<file path="src/rtl/addsub_pkg.sv">
// Shared sizing for the pipelined adder/subtractor.
// Module parameters default to these values.
package addsub_pkg;

    localparam int WIDTH_DEF  = 32;
    localparam int STAGES_DEF = 4;
    localparam int CHUNK_DEF  = WIDTH_DEF / STAGES_DEF;

endpackage

</file>
<file path="src/rtl/add_stage.sv">
// One CHUNK-bit slice of the ripple: sum, carry out, and
// the carry into its top bit for signed overflow detection.
module add_stage
    import addsub_pkg::*;
#(
    parameter int CHUNK = CHUNK_DEF
) (
    input  logic [CHUNK-1:0] a,
    input  logic [CHUNK-1:0] b,
    input  logic             cin,
    output logic [CHUNK-1:0] sum,
    output logic             cout,
    output logic             msb_cin
);

    logic [CHUNK:0] full;

    assign full    = {1'b0, a} + {1'b0, b} + {{CHUNK{1'b0}}, cin};
    assign sum     = full[CHUNK-1:0];
    assign cout    = full[CHUNK];
    // a^b^sum at a bit position recovers the carry that entered it
    assign msb_cin = a[CHUNK-1] ^ b[CHUNK-1] ^ sum[CHUNK-1];

endmodule

</file>
<file path="src/rtl/pipelined_addsub.sv">
// Carry-chained add/sub, one CHUNK slice per stage, with a
// global stall when the output beat is held by downstream.
module pipelined_addsub
    import addsub_pkg::*;
#(
    parameter int WIDTH  = WIDTH_DEF,
    parameter int STAGES = STAGES_DEF
) (
    input  logic             clock,
    input  logic             reset_n,
    input  logic             in_valid,
    output logic             in_ready,
    input  logic [WIDTH-1:0] data_operandA,
    input  logic [WIDTH-1:0] data_operandB,
    input  logic             ctrl_sub,
    output logic             out_valid,
    input  logic             out_ready,
    output logic [WIDTH-1:0] data_result,
    output logic             carry_out,
    output logic             overflow
);

    localparam int CHUNK = WIDTH / STAGES;

    logic [STAGES-1:0] vld_q, vld_d;
    logic [STAGES-1:0] cy_q, cy_d;
    logic [WIDTH-1:0]  a_q [STAGES];
    logic [WIDTH-1:0]  a_d [STAGES];
    logic [WIDTH-1:0]  b_q [STAGES];
    logic [WIDTH-1:0]  b_d [STAGES];
    logic [WIDTH-1:0]  r_q [STAGES];
    logic [WIDTH-1:0]  r_d [STAGES];
    logic              ovf_q, ovf_d;

    logic [STAGES-1:0] vld_s;
    logic [STAGES-1:0] cin_s;
    logic [STAGES-1:0] cout_s;
    logic [STAGES-1:0] msbc_s;
    logic [WIDTH-1:0]  a_s [STAGES];
    logic [WIDTH-1:0]  b_s [STAGES];
    logic [WIDTH-1:0]  r_s [STAGES];
    logic [CHUNK-1:0]  sum_s [STAGES];

    logic stall;

    assign stall       = vld_q[STAGES-1] && !out_ready;
    assign in_ready    = !stall;
    assign out_valid   = vld_q[STAGES-1];
    assign data_result = r_q[STAGES-1];
    assign carry_out   = cy_q[STAGES-1];
    assign overflow    = ovf_q;

    for (genvar k = 0; k < STAGES; k++) begin : g_stage
        if (k == 0) begin : g_head
            // subtraction enters as A + ~B with carry-in 1
            assign vld_s[k] = in_valid;
            assign a_s[k]   = data_operandA;
            assign b_s[k]   = ctrl_sub ? ~data_operandB : data_operandB;
            assign r_s[k]   = '0;
            assign cin_s[k] = ctrl_sub;
        end else begin : g_body
            assign vld_s[k] = vld_q[k-1];
            assign a_s[k]   = a_q[k-1];
            assign b_s[k]   = b_q[k-1];
            assign r_s[k]   = r_q[k-1];
            assign cin_s[k] = cy_q[k-1];
        end

        add_stage #(
            .CHUNK(CHUNK)
        ) u_add (
            .a       (a_s[k][k*CHUNK +: CHUNK]),
            .b       (b_s[k][k*CHUNK +: CHUNK]),
            .cin     (cin_s[k]),
            .sum     (sum_s[k]),
            .cout    (cout_s[k]),
            .msb_cin (msbc_s[k])
        );
    end

    always_comb begin
        vld_d = vld_q;
        cy_d  = cy_q;
        a_d   = a_q;
        b_d   = b_q;
        r_d   = r_q;
        ovf_d = ovf_q;
        if (!stall) begin
            for (int k = 0; k < STAGES; k++) begin
                vld_d[k] = vld_s[k];
                cy_d[k]  = cout_s[k];
                a_d[k]   = a_s[k];
                b_d[k]   = b_s[k];
                r_d[k]   = r_s[k];
                r_d[k][k*CHUNK +: CHUNK] = sum_s[k];
            end
            ovf_d = cout_s[STAGES-1] ^ msbc_s[STAGES-1];
        end
    end

    always_ff @(posedge clock or negedge reset_n) begin
        if (!reset_n) begin
            vld_q <= '0;
            cy_q  <= '0;
            ovf_q <= 1'b0;
            for (int k = 0; k < STAGES; k++) begin
                a_q[k] <= '0;
                b_q[k] <= '0;
                r_q[k] <= '0;
            end
        end else begin
            vld_q <= vld_d;
            cy_q  <= cy_d;
            ovf_q <= ovf_d;
            for (int k = 0; k < STAGES; k++) begin
                a_q[k] <= a_d[k];
                b_q[k] <= b_d[k];
                r_q[k] <= r_d[k];
            end
        end
    end

endmodule

</file>
<file path="config.mk">
export PLATFORM = sky130hd
export DESIGN_NAME = pipelined_addsub
export DESIGN_NICKNAME = d
export VERILOG_FILES = /design/src/rtl/addsub_pkg.sv /design/src/rtl/add_stage.sv /design/src/rtl/pipelined_addsub.sv
export SDC_FILE = /design/constraint.sdc
export NUM_CORES = 1
export LEC_CHECK = 0
export ABC_AREA = 1
export BUFFER_PORTS_ARGS = -buffer_cell sky130_fd_sc_hd__clkbuf_2
export CAP_MARGIN = 5
export CORE_MARGIN = 2
export CORE_UTILIZATION = 25
export DETAILED_ROUTE_END_ITERATION = 6
export PLACE_DENSITY = 0.46
export SYNTH_ARGS = -nofsm -noshare
export SYNTH_HDL_FRONTEND = slang
export SYNTH_SLANG_ARGS = --single-unit
</file>
<file path="constraint.sdc">
create_clock -name clock -period 3 [get_ports clock]
set_input_delay 0.15 -clock clock [delete_from_list [all_inputs] [get_ports clock]]
set_output_delay 0.15 -clock clock [all_outputs]
set_load 0.01 [all_outputs]
</file>
==> impl_results.md <==
- CP Buf/Inv Count: 0
- Pleak: 5.27 nW
- Via Count: 6361
- DRC errors left: 0
- Std cell rows: 68
- Vias/cell: 4.06
- Synth area leader: dfrtp_1
- Pre-Repair DR Iteration Count: 5
- Post-DR wirelength/cell: 12.7 um
- Setup bufs post-CTS: 0
- First-pass GRT wire length: 33100 um
- CTS sink count: 185
- Outcome: complete, no violations
- CTS buffer count: 17
- Clock Skew: 0.00871 ns
- CTS tree: yes
- FF+latch area: 0.00463 sq mm
- # resized after CTS: 0
- Period minus WS final: 2.04 ns
- # Max-Cap Violations: 0
- Commonest non-fill, non-tap cell in the layout: nand2_1
- Cell Chain, Critical Path: fa_1, fa_1, nand3_1, nand2_1, a21oi_1, nand2_1, nand3_1, nand2_1
- Final Wtd Congestion: 0.762
- GRT Total Usage: 0.115
- Critical path's top delay family: adder cells
- Synth unique cells: 27
- CP required: 3.32 ns
- Grt ovf: 0
- Yosys top cell area share: 0.529
- Nets: 1205
- Crit-path slowest cell: fa_1
- DRT Wirelength: 19900 um
- Port bufs: 104
- Endpoints failing hold: 0
- Most frequent cells in the layout: nand2_1, dfrtp_1, clkbuf_2
- Die area: 0.0365 sq mm
- Adder-Cell Fraction of Synth Area: 0.0560
- Mapped cell area: 0.00875 sq mm
- Initial antenna violation count: 1
- Max incr delay on CP: 0.48 ns
- Syn Nets: 1106
- Post-synthesis mux area share: 0
- Die Wd: 191 um
- Synth Area in XOR/XNOR: 0.0370
- Sequential share of the synthesized area: 0.529
- Initial drt markers: 324
- Slew headroom: 0.383
- Clock Path Buffers: 2
- Setup Crit Path Kind: flop to flop
- Period utilization: 0.681
- Vias in the first global route: 6301
- Syn. warnings: 0
- Clk root buf: clkbuf_16
- Number of synthesized register bits: 185
- N_diodes: 0
- Fmax: 0.489 GHz
- Unrepaired setup endpoints after global routing: no
- Largest family of logic cells by synthesized area: simple AND/OR/NAND/NOR gates
- Synth top area cells: dfrtp_1, nand2_1, o21ai_0, ha_1, xnor2_1
- Slew Viols, Final: 0
- Area growth syn-to-layout: 19.5%
- Critical path data arrival time: 2.36 ns
- Area of the multi-input gates: 0.00337 sq mm
- IO Count: 105
- CTS clk-pin slew, worst paths: 0.07 ns
- Avg Cell Area, Syn: 8.74 sq um
- Largest net degree at the start of global routing: 221
- Worst-Skew Late Latency: 0.44 ns
- H-tree depth: 4
- Core area: 0.0345 sq mm
- Peak VDD IR: 997 uV
- Post-DP HPWL: 13200 um
- Worst slew pin tran: 0.926 ns
- Setup-failing EPs final: 0
- Hold Crit Class: input port to flop
- Die Span Y: 191 um
- Fraction of layout cells with a size suffix above 1: 0.133
- Post-route ant nets: 0
- Largest fanout on the critical path: 4
- Critical Path End Type: flop
- Most used cell, CP: nand2_1
- Initial Util: 0.253
- Fin util: 0.303
- Pwr Density: 988 mW/mm^2
- Synth Area in Compound Gates: 0.0745
- Dpl ws: 1.00 ns
- Post-Synth Simple-Gate Area: 0.217
- Final setup margin: 0.956 ns
- Total negative slack: 0 ns
- Synth Instances: 1002
- Hold slack: 0.0238 ns
- CP startpoint kind: flop
- # fillers: 3766
path summary, 6_finish.rpt:
path                              startpoint        to  slack, ns  cells after the start
setup reg to reg                     a_q[56]  overflow       0.96                      8
hold / removal             data_operandB[21]  b_q[117]       0.02                      3
max in group asynchronous            reset_n  r_q[102]       1.94                      3
setup / recovery                     a_q[56]  overflow       0.96                      8
min in group asynchronous            reset_n   b_q[57]       0.27                      2
hold reg to reg                     b_q[123]   b_q[91]       0.47                      2
final cells by class:
cell class | instances | area share
clock buffers | 18 | 0.0410
clock inverters | 13 | 0.0164
inverters | 60 | 0.0218
multi-input cells | 681 | 0.322
flip-flops and latches | 185 | 0.443
well taps | 455 | 0.0544
repair buffers | 156 | 0.102
worst min-delay path, stage by stage:
cell and delay, ns:
clkbuf_2 0.09, xnor2_1 0.11, o21ai_0 0.07
logic make-up after synthesis:
family                     count (synthesis)
AOI/OAI and AO/OA                        127
xor gates and xnor gates                  37
adders and majority gates                 35
buffers and inverters                    136
DFF                                      185
and+or+nand+nor                          482
Yosys cell counts, drive strengths merged:
cell type,number
a21o,3
a21oi,22
a31oi,1
buf,67
clkbuf,9
dfrtp,185
fa,7
ha,28
inv,60
nand2,421
nand3,28
nand3b,7
nand4,6
nor2,17
o21a,1
o21ai,99
o22ai,1
or2,3
xnor2,31
xor2,6
flip-flops by register name (all words and copies together), names as in the netlist:
signal	cells
a_q	48
b_q	48
cy_q	4
data_result	32
overflow	1
r_q	48
vld_q	4
per-stage QoR:
stage,std cells,cell area (sq um),power [mW]
floorplan,1002,8750,7.20
global route,1568,10500,11.4
CTS,1568,10500,10.5
global placement,1494,9430,7.99
detailed placement,1494,9430,8.06
finish,1568,10500,10.3
power breakdown:
part	internal (mW)	leakage (nW)	switching, mW
combinational	1.47	2.75	2.34
sequential	3.60	2.24	0.582
clock	1.32	0.281	1.02
total	6.39	5.27	3.95
metal layers:
metal,part of all wire,track usage
met1,0.51,0.166
met2,0.44,0.170
met3,0.042,0.0259
met4,0.012,0.0364
met5,0.00065,0
repair_timing:
| action | 4_1_cts | 5_1_grt |
|---|---|---|
| endpoints found under the setup margin | 0 | 0 |
| hold buffers | 43 | 0 |
| hold endpoints to repair | 107 | 0 |
Note: power is estimated with default switching activity, not from simulation.
